**config.mk**
```make
export PLATFORM = sky130hd
export DESIGN_NAME = spi_flash_line_fetch
export DESIGN_NICKNAME = d
export VERILOG_FILES = /design/src/rtl/spi_flash_line_fetch.sv
export SDC_FILE = /design/constraint.sdc
export NUM_CORES = 1
export LEC_CHECK = 0
export CELL_PAD_IN_SITES_DETAIL_PLACEMENT = 0
export CELL_PAD_IN_SITES_GLOBAL_PLACEMENT = 1
export CORE_MARGIN = 3
export CORE_UTILIZATION = 46
export CTS_BUF_LIST = sky130_fd_sc_hd__clkbuf_8
export DETAILED_ROUTE_END_ITERATION = 8
export PLACE_DENSITY_LB_ADDON = 0.1
export SLEW_MARGIN = 20
export SYNTH_ARGS = -nofsm -noshare
export SYNTH_HDL_FRONTEND = slang
export SYNTH_SLANG_ARGS = --single-unit
```
**constraint.sdc**
```tcl
create_clock -name clk -period 4.7 [get_ports clk]
set_input_delay 1.175 -clock clk [delete_from_list [all_inputs] [get_ports clk]]
set_output_delay 1.175 -clock clk [all_outputs]
set_load 0.02 [all_outputs]
```
**src/rtl/spi_flash_line_fetch.sv**
```systemverilog
// SPI flash READ master: sends CMD + 24-bit address, then streams a
// programmable number of bytes back as one-cycle byte_valid strobes.
module spi_flash_line_fetch #(
  parameter logic [7:0]  CMD   = 8'h03,
  parameter int unsigned LEN_W = 8
) (
  input  logic             clk,
  input  logic             reset,
  input  logic             start,
  input  logic [23:0]      addr,
  input  logic [LEN_W-1:0] len,
  input  logic             abort,
  output logic             busy,
  output logic             done,
  output logic [7:0]       byte_data,
  output logic             byte_valid,
  output logic             spi_cs,
  output logic             spi_sclk,
  output logic             spi_mosi,
  input  logic             spi_miso
);

  localparam int unsigned CNT_W = LEN_W + 1;

  typedef enum logic [2:0] {
    S_IDLE,
    S_CMD,
    S_ADDR,
    S_DATA,
    S_END
  } state_t;

  state_t           r_state;
  logic [31:0]      r_tx;
  logic [4:0]       r_tx_cnt;
  logic [6:0]       r_rx;
  logic [2:0]       r_bit_cnt;
  logic [CNT_W-1:0] r_byte_cnt;
  logic [CNT_W-1:0] r_len;
  logic             r_busy;
  logic             r_done;
  logic [7:0]       r_byte_data;
  logic             r_byte_valid;
  logic             r_cs;
  logic             r_sclk;
  logic             r_mosi;

  logic [CNT_W-1:0] w_len_eff;
  logic             w_last_byte;

  // len of zero selects the full 2^LEN_W byte count
  assign w_len_eff   = (len == '0) ? {1'b1, {LEN_W{1'b0}}} : {1'b0, len};
  assign w_last_byte = (r_byte_cnt == r_len);

  assign busy       = r_busy;
  assign done       = r_done;
  assign byte_data  = r_byte_data;
  assign byte_valid = r_byte_valid;
  assign spi_cs     = r_cs;
  assign spi_sclk   = r_sclk;
  assign spi_mosi   = r_mosi;

  always_ff @(posedge clk) begin
    if (reset) begin
      r_state      <= S_IDLE;
      r_tx         <= '0;
      r_tx_cnt     <= '0;
      r_rx         <= '0;
      r_bit_cnt    <= '0;
      r_byte_cnt   <= '0;
      r_len        <= '0;
      r_busy       <= 1'b0;
      r_done       <= 1'b0;
      r_byte_data  <= '0;
      r_byte_valid <= 1'b0;
      r_cs         <= 1'b0;
      r_sclk       <= 1'b0;
      r_mosi       <= 1'b0;
    end else begin
      r_done       <= 1'b0;
      r_byte_valid <= 1'b0;
      case (r_state)
        S_IDLE: begin
          if (start) begin
            r_state    <= S_CMD;
            r_cs       <= 1'b1;
            r_busy     <= 1'b1;
            r_sclk     <= 1'b0;
            r_mosi     <= CMD[7];
            r_tx       <= {CMD[6:0], addr, 1'b0};
            r_tx_cnt   <= '0;
            r_bit_cnt  <= '0;
            r_byte_cnt <= '0;
            r_len      <= w_len_eff;
          end
        end
        S_CMD, S_ADDR, S_DATA: begin
          if (abort) begin
            r_state <= S_IDLE;
            r_cs    <= 1'b0;
            r_sclk  <= 1'b0;
            r_mosi  <= 1'b0;
            r_busy  <= 1'b0;
          end else if (!r_sclk) begin
            // rising SCLK: sample MISO during the data phase
            r_sclk <= 1'b1;
            if (r_state == S_DATA) begin
              r_rx      <= {r_rx[5:0], spi_miso};
              r_bit_cnt <= r_bit_cnt + 3'd1;
              if (r_bit_cnt == 3'd7) begin
                r_byte_data  <= {r_rx, spi_miso};
                r_byte_valid <= 1'b1;
                r_byte_cnt   <= r_byte_cnt + CNT_W'(1);
              end
            end
          end else begin
            // falling SCLK: advance MOSI or finish after the last data bit
            r_sclk <= 1'b0;
            if (r_state == S_DATA) begin
              if (w_last_byte) begin
                r_state <= S_END;
                r_cs    <= 1'b0;
                r_done  <= 1'b1;
              end
            end else begin
              r_tx_cnt <= r_tx_cnt + 5'd1;
              r_tx     <= {r_tx[30:0], 1'b0};
              r_mosi   <= r_tx[31];
              if (r_tx_cnt == 5'd7) begin
                r_state <= S_ADDR;
              end
              if (r_tx_cnt == 5'd31) begin
                r_state <= S_DATA;
                r_mosi  <= 1'b0;
              end
            end
          end
        end
        S_END: begin
          r_state <= S_IDLE;
          r_busy  <= 1'b0;
        end
        default: begin
          r_state <= S_IDLE;
          r_busy  <= 1'b0;
          r_cs    <= 1'b0;
          r_sclk  <= 1'b0;
        end
      endcase
    end
  end

endmodule
```
# --- After elaboration in Yosys (flattened, before gate mapping) ---
# Cells that the tools add are included.
word_totals:
  wordCells: 110
  regBits: 82
  output_inout_bits: 14
  inputBits: 37
classes:
  bitwise: 5
  add_sub_neg: 3
  mux: 49
  eq_ne: 22
  reduce_logical: 17
op_table:
  columns: ["operator", "count"]
  rows:
  - ["32-bit 2-to-1 mux", 4]
  - ["32-bit one-hot mux with 2 select lines", 1]
  - ["9-bit 2-to-1 mux", 6]
  - ["3-bit 2-to-1 mux", 11]
  - ["5-bit 2-to-1 mux", 4]
  - ["5-bit AND reduction", 4]
  - ["9-bit one-hot mux with 2 select lines", 1]
  - ["2-bit inequality test (second input constant)", 8]
  - ["1-bit 2-to-1 mux", 15]
  - ["3-bit inequality test (second input constant)", 4]
  - ["3-bit one-hot mux with 2 select lines", 2]
  - ["4-bit AND reduction", 3]
  - ["5-bit one-hot mux with 2 select lines", 1]
  - ["5-bit OR reduction", 2]
  - ["9-bit by 1-bit adder with 9-bit output (second input constant)", 1]
  - ["9-bit == test", 1]
  - ["8-bit zero test", 1]
  - ["3-bit by 2-bit == test with 1-bit output (second input constant)", 2]
  - ["3-bit == test (second input constant)", 2]
  - ["1-bit one-hot mux with 3 select lines", 2]
  - ["2-bit AND reduction", 3]
  - ["6-bit AND reduction", 1]
  - ["5-bit by 1-bit adder with 5-bit output (second input constant)", 1]
  - ["5-bit by 3-bit == test with 1-bit output (second input constant)", 1]
  - ["other kinds (10)", 15]

# --- Depth between registers and ports, before layout ---
# Gate-level depths: netlist of the first run.
logic_depth:
  depth_word: 7
  mapped_depth: 8
  depth_no_buf: 6

# --- Worst setup path before layout of the first run ---
# OpenSTA, ideal clock, no wires.
synth_timing:
  path_type: "in2reg"
  from: "input port start"
  to: "register r_tx[1]"
  path_buffers: 1
  setup_time_ns: 0.128
  arrival_ns: 2.219
  path_stages: 6
  slack_ns: 2.353
  required_ns: 4.572
  path_cell_list: "nor3b_2 > a31oi_1 > or2_2 > buf_2 > a22oi_1 > nor2_1"
synth_via:
  elab_chain_len: 2
synth_lines:
  columns: ["element", "line_no", "rtl"]
  rows:
  - ["start: declaration", "9", "input logic start,"]
  - ["2-bit inequality test (no source line)", null, null]
  - ["5-bit AND reduction (no source line)", null, null]
  - ["end signal: assignment", "90", "r_tx <= {CMD[6:0], addr, 1'b0};"]
  - ["end signal: assignment", "127", "r_tx <= {r_tx[30:0], 1'b0};"]
  - ["end: declaration", "34", "logic [31:0] r_tx;"]
# Every way passes these cells.
# A chain may end at the register's enable or synchronous reset.

# --- Final worst setup path of the first run ---
layout_timing:
  from: "input port start"
  to: "register r_tx[16]"
# The elaborated chain is that of the path after synthesis.

==> impl_metrics.json, run 1 <==
{
  "r2r-start": "r_state[2]",
  "fin_setup_tns_ns": 0,
  "grt_pass1_vias": 2867,
  "max-vdd-ir-drop_mv": 0.214,
  "cts_resized": 0,
  "clkTransAtPathRegs_ns": 0.08,
  "p_per_area_mw_per_mm2": 375,
  "area_growth_pct": 18.3,
  "rsz0062_at_grt": "false",
  "syn_nets": 466,
  "p_switching_mw": 0.522,
  "critPathTopFamily": "buffers and inverters",
  "fmax_mhz": 340,
  "power.internal_mw": 1.10,
  "postCtsSetupRepairBufs": 0,
  "cts_tree": "built",
  "min_path_type": "reg2reg",
  "p_comb_share_pct": 23.4,
  "io_buffer_count": 50,
  "required_ns": 4.95,
  "netlist_instances": 424,
  "period_needed_ns": 2.94,
  "fin_worst_skew_ns": 0.00815,
  "hp-start": "byte_data[0]",
  "drive_gt1_share_pct": 10.6,
  "period_share_pct": 62.6,
  "p_leak_nw": 1.47,
  "synthFlopType": "dfxtp_1",
  "synth_edf_count": 0,
  "hpwl_mm": 4.98,
  "p_seq_share_pct": 49.3,
  "seqCellArea_mm2": 0.00162,
  "cts-root-buf": "clkbuf_8",
  "io_pins": 51,
  "setup_viol": 0,
  "grt.total_usage_pct": 17.9,
  "slowest_stage": "clkdlybuf4s50_1",
  "grt_pass1_wl_mm": 12.8,
  "cp_num_buf_inv": 2,
  "drtIter0Drc": 110,
  "ys_ff_latch": 81,
  "ctsHoldBuffers": 0,
  "finalHoldViolCount": 0,
  "multiInputGateArea_mm2": 0.00187,
  "cts_inserted_buffers": 9,
  "synth_seq_area_share_pct": 44.4,
  "viasPerCell": 5.35,
  "grt_antenna_before_repair": 0,
  "die_w_um": 95.1,
  "dr.pass1.iters": 4,
  "clockBufferDepth": 2,
  "cts.sinks": 81,
  "route.vias.total": 3014,
  "floorplan.initialDensity_pct": 48.8,
  "dieArea_mm2": 0.00904,
  "ant_nets": 0,
  "cp_slowest_stage_delay_ns": 0.51,
  "path_max_fanout": 56,
  "nets": 501,
  "place.gp.congestion": 0.796,
  "cp-start-kind": "primary input",
  "diodes": 0,
  "design.core.area_mm2": 0.00749,
  "cts_htree_levels": 3,
  "slew_viol_final": 0,
  "cap_violations": 0,
  "swShare_pct": 32.2,
  "routed_wl_mm": 7.51,
  "design_area_mm2": 0.00432,
  "ys_types": 45,
  "status": "complete, no violations",
  "p_clk_share_pct": 27.3,
  "clk_latency_ns": 0.34,
  "rows": 31,
  "worst_pin_slew_ns": 1.01,
  "grt_max_degree": 65,
  "slew-limit-headroom_pct": 32.6,
  "setup_ws_ns": 1.76,
  "crit_chain": "clkdlybuf4s50_1 > nor3b_2 > a31oi_1 > nor2_4 > buf_4 > nor2_1 > a311oi_2",
  "synth.avg_cell_area_um2": 8.61,
  "fill_cells": 706,
  "critPathLaunch": "start",
  "die_h_um": 95.1,
  "power_mw": 1.62,
  "arrival_ns": 3.19,
  "syn_area_mm2": 0.00365,
  "criticalPathCategory": "in2reg",
  "routedWlPerCell_um": 13.3,
  "drc": 0,
  "ys_async_sr_fraction_pct": 0,
  "ys_warn_count": 0,
  "placed_area_mm2": 0.00415,
  "end_kind": "flop",
  "place_ws_ns": 1.41,
  "grt-ovfl-total": 0
}
==> cells by family after synthesis <==
group / share of synthesized area (%)
buf+inv: 4.73
simple gates: 26.2
fa+ha+maj: 1.71
mux: 2.77
flops: 44.4
xor+xnor: 5.28
compound gates: 14.9
==> flip-flops by register name (all words and copies together), names as in the netlist, 3 cells and up <==
signal      cells
byte_data       8
r_bit_cnt       3
r_byte_cnt      9
r_len           9
r_rx            7
r_state         3
r_tx           31
r_tx_cnt        5
==> cell usage after synthesis (2+ instances only) <==
master	count	share of area [%]
nor4_1	3	0.51
a21oi_1	29	4.0
xor2_1	3	0.72
buf_2	9	1.2
nor4_2	2	0.69
inv_1	3	0.31
a311oi_2	10	4.1
a311oi_1	13	3.1
mux2i_1	9	2.5
o21ai_0	4	0.55
a211oi_1	2	0.41
ha_1	5	1.7
nor3_1	10	1.4
buf_4	6	1.2
a31oi_1	3	0.51
nand3b_1	2	0.41
xnor2_1	19	4.6
nor3b_1	4	0.82
nor2_2	6	1.0
nor2_1	50	5.1
buf_6	2	0.62
dfxtp_1	81	44
nor4b_2	3	1.2
nand2b_1	2	0.34
o31ai_1	2	0.41
nand2_1	93	9.6
nand4_1	3	0.51
nand3_1	18	2.5
clkbuf_1	12	1.2
==> metrics by stage <==
stage | std cells | hold slack [ns] | utilization (%)
6_report | 563 | 0.455 | 57.7
5_1_grt | 563 | 0.470 | 57.7
4_1_cts | 563 | 0.457 | 57.7
3_5_place_dp | 547 | 0.445 | 55.4
3_3_place_gp | 547 | 0.442 | 55.4
2_1_floorplan | 424 | 0.432 | -
==> cells in the final DEF (no fill, tap or decap), drive strengths merged, types with 2 or more instances in the layout <==
master / instances
a211oi: 2
a21oi: 29
a311oi: 23
a31oi: 4
buf: 5
clkbuf: 10
clkdlybuf4s50: 49
clkinv: 2
clkinvlp: 2
dfxtp: 81
ha: 5
inv: 5
mux2i: 9
nand2: 93
nand2b: 2
nand3: 18
nand3b: 2
nand4: 3
nor2: 56
nor3: 10
nor3b: 5
nor4: 6
nor4b: 3
o21ai: 5
o31ai: 2
xnor2: 19
xor2: 3
==> routing by layer <==
layer,part of all wire [%],global-route usage [%]
met3,4.9,5.60
met5,0,0
met4,1.3,6.61
met2,46,29.4
met1,48,21.8
==> path summary, 6_finish.rpt <==
| path | to | slack [ns] | cells past startpoint |
|---|---|---|---|
| setup / recovery | r_tx[16] | 1.76 | 7 |
| hold / removal | byte_data[0] | 0.45 | 2 |
| setup reg to reg | r_tx_cnt[1] | 2.11 | 4 |
| hold reg to reg | byte_data[0] | 0.45 | 2 |
==> cell type report <==
cell class	count	area share, %
Clock buffer	10	3.18
Clock inverter	6	0.840
Inverter	3	0.261
Multi-Input combinational cell	310	43.2
Sequential cell	81	37.5
Tap cell	99	2.87
Timing Repair Buffer	54	12.2
==> worst register-to-register path, stage by stage, from the launching register on <==
cell and delay [ns]:
dfxtp_1 0.96, inv_1 0.23, nand3_1 0.47, nand2b_1 0.57, a21oi_1 0.29
==> power groups by stage <==
| stage | clock network [mW] | registers (mW) | logic, mW |
|---|---|---|---|
| final | 0.443 | 0.799 | 0.379 |
| after global routing | 0.486 | 0.807 | 0.428 |
| after CTS | 0.459 | 0.798 | 0.385 |
| after detailed placement | 0 | 0.813 | 0.385 |
| after global placement | 0 | 0.814 | 0.374 |
| after floorplan | 0 | 0.803 | 0.302 |
Note: power is estimated with default switching activity, not from simulation.
==> inputs of run 2 (changes only) <==
--- a/config.mk
+++ b/config.mk
@@ -8,7 +8,7 @@
 export CELL_PAD_IN_SITES_DETAIL_PLACEMENT = 0
 export CELL_PAD_IN_SITES_GLOBAL_PLACEMENT = 1
 export CORE_MARGIN = 3
-export CORE_UTILIZATION = 46
+export CORE_UTILIZATION = 38
 export CTS_BUF_LIST = sky130_fd_sc_hd__clkbuf_8
 export DETAILED_ROUTE_END_ITERATION = 8
 export PLACE_DENSITY_LB_ADDON = 0.1
==> constraint.sdc (replaced) <==
create_clock -name clk -period 2.6 [get_ports clk]
set_input_delay 0.65 -clock clk [delete_from_list [all_inputs] [get_ports clk]]
set_output_delay 0.65 -clock clk [all_outputs]
set_load 0.02 [all_outputs]
==> impl_metrics.json, run 2 (synthesis gave the netlist of run 1 again) <==
{
  "period_share_pct": 82.1,
  "diodes": 0,
  "required_ns": 1.95,
  "crit_chain": "clkdlybuf4s50_1",
  "critPathTopFamily": "buffers and inverters",
  "drive_gt1_share_pct": 12.5,
  "cts_htree_levels": 3,
  "rows": 35,
  "mostFrequentLayoutCell": "nand2_1",
  "max-vdd-ir-drop_mv": 0.369,
  "largest-register": "r_tx",
  "rsz0062_at_grt": "false",
  "worst_pin_slew_ns": 0.613,
  "p_leak_nw": 1.54,
  "dr.pass1.iters": 4,
  "ant_nets": 0,
  "min_delay_path_depth": 2,
  "die_h_um": 104,
  "cp_slowest_stage_delay_ns": 0.66,
  "criticalPathCategory": "reg2out",
  "route.vias.total": 3014,
  "period_needed_ns": 2.14,
  "fin_setup_tns_ns": 0,
  "hpwl_mm": 5.37,
  "cts.sinks": 81,
  "io_pins": 51,
  "path_max_fanout": 8,
  "worstRegToRegCells": 7,
  "setup_viol": 0,
  "clk_latency_ns": 0.35,
  "viasPerCell": 5.01,
  "status": "complete, no violations",
  "grt_pass1_wl_mm": 13.6,
  "drtIter0Drc": 143,
  "design.core.area_mm2": 0.00928,
  "nets": 509,
  "p_per_area_mw_per_mm2": 720,
  "fmax_mhz": 468,
  "cts-root-buf": "clkbuf_8",
  "routed_wl_mm": 8.03,
  "grt_max_degree": 57,
  "grt_antenna_before_repair": 0,
  "end_kind": "output pin",
  "cts_tree": "built",
  "slew_viol_final": 0,
  "die_w_um": 104,
  "cp_num_cells": 1,
  "power_mw": 3.24,
  "slew-limit-headroom_pct": 59.2,
  "final_cell_mix": "nand2_1, dfxtp_1, nor2_1, clkdlybuf4s50_1, a21oi_1",
  "cts_resized": 0,
  "clockBufferDepth": 2,
  "slowest_stage": "clkdlybuf4s50_1",
  "grt-ovfl-total": 0,
  "dieArea_mm2": 0.0108,
  "area_growth_pct": 23.4,
  "fill_cells": 949,
  "cts_inserted_buffers": 9,
  "finalHoldViolCount": 0,
  "arrival_ns": 1.49,
  "cap_violations": 0,
  "fin_worst_skew_ns": 0.00974,
  "grt_pass1_vias": 2878,
  "min_path_type": "reg2reg",
  "cp-start-kind": "flop",
  "routedWlPerCell_um": 13.4,
  "ctsHoldBuffers": 0,
  "floorplan.initialDensity_pct": 39.3,
  "grt.total_usage_pct": 15.3,
  "postCtsSetupRepairBufs": 0,
  "cp_num_buf_inv": 1,
  "place.gp.congestion": 0.826,
  "io_buffer_count": 50,
  "largest_reg_flops": 31,
  "drc": 0,
  "reg_top3": "r_tx x31, r_byte_cnt x9, r_len x9",
  "clkTransAtPathRegs_ns": 0.09
}
[run 2: per-stage QoR]
| stage | utilization [%] | instances | instance area, µm² | hold WS, ns | worst slack, ns |
|---|---|---|---|---|---|
| 2_1_floorplan | - | 424 | 3650 | 0.432 | 0.778 |
| 3_3_place_gp | 46.0 | 585 | 4270 | 0.441 | 0.210 |
| 3_5_place_dp | 46.0 | 585 | 4270 | 0.448 | 0.185 |
| 4_1_cts | 48.5 | 601 | 4510 | 0.462 | 0.436 |
| 5_1_grt | 48.5 | 601 | 4510 | 0.482 | 0.417 |
| 6_report | 48.5 | 601 | 4510 | 0.458 | 0.465 |
[run 2: report_power, final]
group	total [mW]	switching (mW)	internal, mW	leakage, nW
Combinational	0.741	0.436	0.305	0.764
Sequential	1.44	0.0861	1.36	0.661
Clock	1.06	0.501	0.560	0.115
[run 2: tightest hold or removal path, stage by stage, from the launching register on]
cell	delay, ns
dfxtp_1	0.32
nand2_1	0.05
a21oi_1	0.05
[run 2: area by class of cell]
type | count | area, µm² | share of cell area [%]
clock buffers | 9 | 124 | 2.75
clock inverters | 7 | 113 | 2.50
inverters | 3 | 11.3 | 0.250
multi-input cells | 310 | 1870 | 41.4
flip-flops and latches | 81 | 1620 | 36.0
well taps | 129 | 161 | 3.58
repair buffers | 62 | 611 | 13.5
[run 2: routing by layer]
| layer | GRT usage, % | vias to the layer above | part of all wire [%] | wire (µm) |
|---|---|---|---|---|
| met5 | 0 | - | 0 | 0 |
| li1 | - | 1542 | - | - |
| met1 | 18.7 | 1400 | 47 | 3750 |
| met3 | 4.84 | 10 | 4.6 | 371 |
| met2 | 25.7 | 62 | 47 | 3810 |
| met4 | 4.56 | 0 | 1.2 | 96 |
[run 2: path summary, 6_finish.rpt]
kind / from / endpoint / slack, ns
setup / recovery: spi_sclk / spi_sclk / 0.46
hold / removal: byte_data[2] / byte_data[2] / 0.46
setup reg to reg: r_state[0] / r_tx[18] / 0.71
hold reg to reg: byte_data[2] / byte_data[2] / 0.46
==> inputs of run 3 (changes only) <==
==> constraint.sdc (replaced) <==
create_clock -name clk -period 1.9 [get_ports clk]
set_input_delay 0.475 -clock clk [delete_from_list [all_inputs] [get_ports clk]]
set_output_delay 0.475 -clock clk [all_outputs]
set_load 0.02 [all_outputs]
==> impl_metrics.json, run 3 (synthesis gave the netlist of run 1 again) <==
{
  "period_share_pct": 98.0,
  "m1WireLength_mm": 3.73,
  "ant_nets": 0,
  "wl_met2_mm": 3.90,
  "drc": 0,
  "end_kind": "flop",
  "hpwl_mm": 5.53,
  "swShare_pct": 30.8,
  "cp_slowest_stage_delay_ns": 0.52,
  "critPathTopFamily": "buffers and inverters",
  "largest_reg_flops": 31,
  "wl_met3_um": 349,
  "criticalPathCategory": "in2reg",
  "min_path_type": "reg2reg",
  "die_w_um": 104,
  "p_switching_mw": 1.39,
  "cts_inserted_buffers": 9,
  "p_comb_share_pct": 25.2,
  "postCtsSetupRepairBufs": 0,
  "diodes": 0,
  "area_growth_pct": 28.9,
  "slew_viol_final": 0,
  "finalHoldViolCount": 0,
  "period_needed_ns": 1.86,
  "slew-limit-headroom_pct": 56.8,
  "power_mw": 4.51,
  "seqCellArea_mm2": 0.00162,
  "drtIter0Drc": 130,
  "worst-r2r-setup-slack_ns": 0.18,
  "cts.sinks": 81,
  "fin_worst_skew_ns": 0.00863,
  "route.vias.total": 3068,
  "p_seq_share_pct": 43.7,
  "design.core.area_mm2": 0.00928,
  "die_h_um": 104,
  "fill_cells": 930,
  "crit_path_end": "r_byte_cnt[3]",
  "status": "complete, no violations",
  "crit_chain": "clkdlybuf4s50_1 > nor3b_4 > buf_4 > a31oi_4 > buf_12 > nor4b_2 > xnor2_1 > nor2_2",
  "grt_antenna_before_repair": 0,
  "mostFrequentLayoutCell": "nand2_1",
  "required_ns": 2.14,
  "routed_wl_mm": 8.05,
  "io_buffer_count": 50,
  "max-vdd-ir-drop_mv": 0.451,
  "p_clk_share_pct": 31.1,
  "io_pins": 51,
  "path_max_fanout": 9,
  "drive_gt1_share_pct": 16.7,
  "clockBufferDepth": 2,
  "final_cell_mix": "nand2_1, dfxtp_1, nor2_1, clkdlybuf4s50_1, a21oi_1",
  "critPathLaunch": "start",
  "cp_num_buf_inv": 3,
  "setup_viol": 0,
  "cts-root-buf": "clkbuf_8",
  "grt-ovfl-total": 0,
  "rows": 35,
  "viasPerCell": 4.95,
  "worst_pin_slew_ns": 0.646,
  "power.internal_mw": 3.12,
  "p_leak_nw": 1.65,
  "grt.total_usage_pct": 15.5,
  "ctsHoldBuffers": 0,
  "arrival_ns": 2.10,
  "nets": 528,
  "regToRegEndpoint": "r_tx[1]",
  "slowest_stage": "clkdlybuf4s50_1",
  "floorplan.initialDensity_pct": 39.3,
  "cts_tree": "built",
  "dr.pass1.iters": 4,
  "p_per_area_mw_per_mm2": 957,
  "grt_max_degree": 54,
  "place.gp.congestion": 0.818,
  "highest_layer": "met4",
  "largest-register": "r_tx",
  "rsz0062_at_grt": "false",
  "worstRegToRegCells": 5,
  "r2r-start": "r_state[1]",
  "grt_pass1_vias": 2923,
  "reg_top3": "r_tx x31, r_byte_cnt x9, r_len x9",
  "design_area_mm2": 0.00471,
  "cp-start-kind": "primary input",
  "cap_violations": 0,
  "dieArea_mm2": 0.0108,
  "multiInputGateArea_mm2": 0.00190,
  "cp_num_cells": 8,
  "placed_area_mm2": 0.00445,
  "final_util_pct": 50.7,
  "clkTransAtPathRegs_ns": 0.09,
  "clk_latency_ns": 0.34,
  "grt_pass1_wl_mm": 14.0,
  "fmax_mhz": 537,
  "routedWlPerCell_um": 13.0,
  "cts_htree_levels": 3
}
==> run 3: cell type report <==
cell class / count / area share, %
sequential: 81 / 34.5
timing repair buffer: 81 / 16.8
tap: 129 / 3.43
multi-input combinational: 310 / 40.3
clock inverter: 7 / 2.15
clock buffer: 9 / 2.63
inverter: 3 / 0.239
==> run 3: power groups by stage <==
stage | sequential, mW | clock (mW) | combinational, mW
2_1_floorplan | 1.99 | 0 | 0.746
3_3_place_gp | 2.00 | 0 | 1.13
3_5_place_dp | 2.00 | 0 | 1.14
4_1_cts | 1.96 | 1.46 | 1.15
5_1_grt | 1.99 | 1.53 | 1.27
6_report | 1.97 | 1.40 | 1.14
==> run 3: what timing repair did <==
item                                    4_1_cts  5_1_grt
resized for setup                             2        6
gates cloned                                  0        0
pin swaps                                     0        1
endpoints found under the setup margin        2       44
==> run 3: worst min-delay path by stage <==
stage | start | end | slack, ns | depth (start not counted)
after floorplan | r_tx[31] | r_tx[31] | 0.43 | 2
final | byte_data[2] | byte_data[2] | 0.46 | 2
after CTS | byte_data[2] | byte_data[2] | 0.46 | 2
after global placement | byte_data[0] | byte_data[0] | 0.44 | 2
after global routing | r_tx[26] | r_tx[27] | 0.49 | 2
after detailed placement | byte_data[2] | byte_data[2] | 0.45 | 2
==> run 3: per-layer routing <==
layer  up-vias  GRT usage [%]
met5         -              0
met2        57           26.4
li1       1584              -
met1      1423           19.7
met3         4           4.47
met4         0           3.13
==> run 3: worst min-delay path, cell delays in order, from the launching register on <==
cell	delay [ns]
dfxtp_1	0.32
nand2_1	0.05
a21oi_1	0.05
==> run 3: metrics by stage <==
| stage | setup TNS, ns | worst slack (ns) | cells | hold WS (ns) |
|---|---|---|---|---|
| floorplan | 0 | 0.253 | 424 | 0.432 |
| global placement | -11.21 | -0.222 | 604 | 0.442 |
| detailed placement | -13.15 | -0.280 | 604 | 0.448 |
| CTS | 0 | 0.0546 | 620 | 0.460 |
| global route | 0 | 0.0108 | 620 | 0.486 |
| finish | 0 | 0.0371 | 620 | 0.456 |
==> RTL change (config.mk and constraints of run 3) <==
Change the parameter `LEN_W` from 8 to 32.
--- a/src/rtl/spi_flash_line_fetch.sv
+++ b/src/rtl/spi_flash_line_fetch.sv
@@ -3,5 +3,5 @@
 module spi_flash_line_fetch #(
   parameter logic [7:0]  CMD   = 8'h03,
-  parameter int unsigned LEN_W = 8
+  parameter int unsigned LEN_W = 32
 ) (
   input  logic             clk,
Ports: changed (resized len); port bits go from 51 to 75. No check against the original RTL was run, so the function may have changed too.
==> RTL change against run 3 <==
  * The run now ends with setup timing left
  * Final area is 91% higher
  * Clock power rose by 110%
  * Synthesized area up 60%
  * Hold slack lost 66 ps
  * Sequential cell count rose by 48
  * Cell count up 72%
  * Sequential power grew 55%
  * Total power rose by 82%
  * Sequential share of layout area decreased by 5.6 points
  * Wire length is 120% higher
  * Via count rose by 84%
  * Non-clock buffer count rose by 119
  * Critical path depth is 3 lower
  * Worst setup slack lost 270 ps
  * Largest power group unchanged
  * Highest routed layer unchanged
==> RTL change: results (changes against run 3) <==
Run status
The run finished, with violations left. The checks that failed: setup timing.

Critical path
Among all stages on the critical path, the largest delay is contributed by or4_4. The arrival time of the worst setup path was 2510 ps (+410 ps). The worst stage delay on the critical path is 580 ps (+60 ps). The worst-path maximum fanout is 4 (-5).

STA
The post-route clock skew is 9.52 ps (+0.890 ps). The final setup violation count is 92 (+92). The least setup slack across all paths after layout is -233 ps (-270 ps).

Global routing
The maximum number of pins on one net before global-route repair is 31 (-43%). The global routing met2 resource utilization was 32.4% (+6.0 points). The global routing met3 resource utilization was 4.67% (+0.20 points).

Yosys
The post-synthesis net count is 761 (+63%). The commonest cells after synthesis are dfxtp_1, nor2_1, nand2_1.

Clocking
The worst-skew pair later-pin latency is 450 ps (+110 ps). The clock buffer count from CTS is 17 (+8). The total number of H-tree levels is 4 (+1).

Placed design
The instance count after placement with tap cells included is 1002 (+66%). The sum of net half-perimeters after detailed placement is 11.3 mm (+100%).

Min path
The path with the worst hold slack has its endpoint at r_state[1]. The path class of the tightest hold or removal check is primary input to flop.

Pwr
The total leakage power is 3.74 nW (+130%).

Route
The met2 wire length is 8.50 mm (+120%). The detailed router's first-iteration violation count was 373 (+190%). The routed length on met3 is 709 um (+100%).

Final layout
The area of the multi-input gates is 3550 um^2 (+87%). The layout filler cell count is 1322 (+42%). The number of nets in the finished design is 935 (+77%).
## RTL change: cell count changes in the layout (fill, tap and decap cells not counted), moves of 16 or more
cell / delta
or3_1: +16
nor2_1: +45
dfxtp_1: +44
buf_4: +70
a22oi_2: +31
xor2_1: +31
## RTL change: layout make-up
type,count,share of cell area [%]
Multi-Input combinational cell,512,39.5
Sequential cell,129,28.8
Timing Repair Buffer,200,23.2
Clock buffer,23,3.52
Tap cell,184,2.56
Clock inverter,9,1.95
Inverter,9,0.376
## RTL change: cells by family after synthesis
logic type	Yosys count	share of synthesized area, %
AO/OA/AOI/OAI	127	14.9
AND/OR/NAND/NOR	314	26.1
adder cells (fa/ha/maj)	6	1.24
flip-flops	129	44.2
multiplexers	9	1.54
XOR/XNOR	54	8.09
buffers and inverters	56	4.02
## RTL change: critical path, delay by kind of cell, from the launching register on
family	cells	cell delay (ps)
AO/OA/AOI/OAI	2	520
flip-flops	1	340
AND/OR/NAND/NOR	3	1200
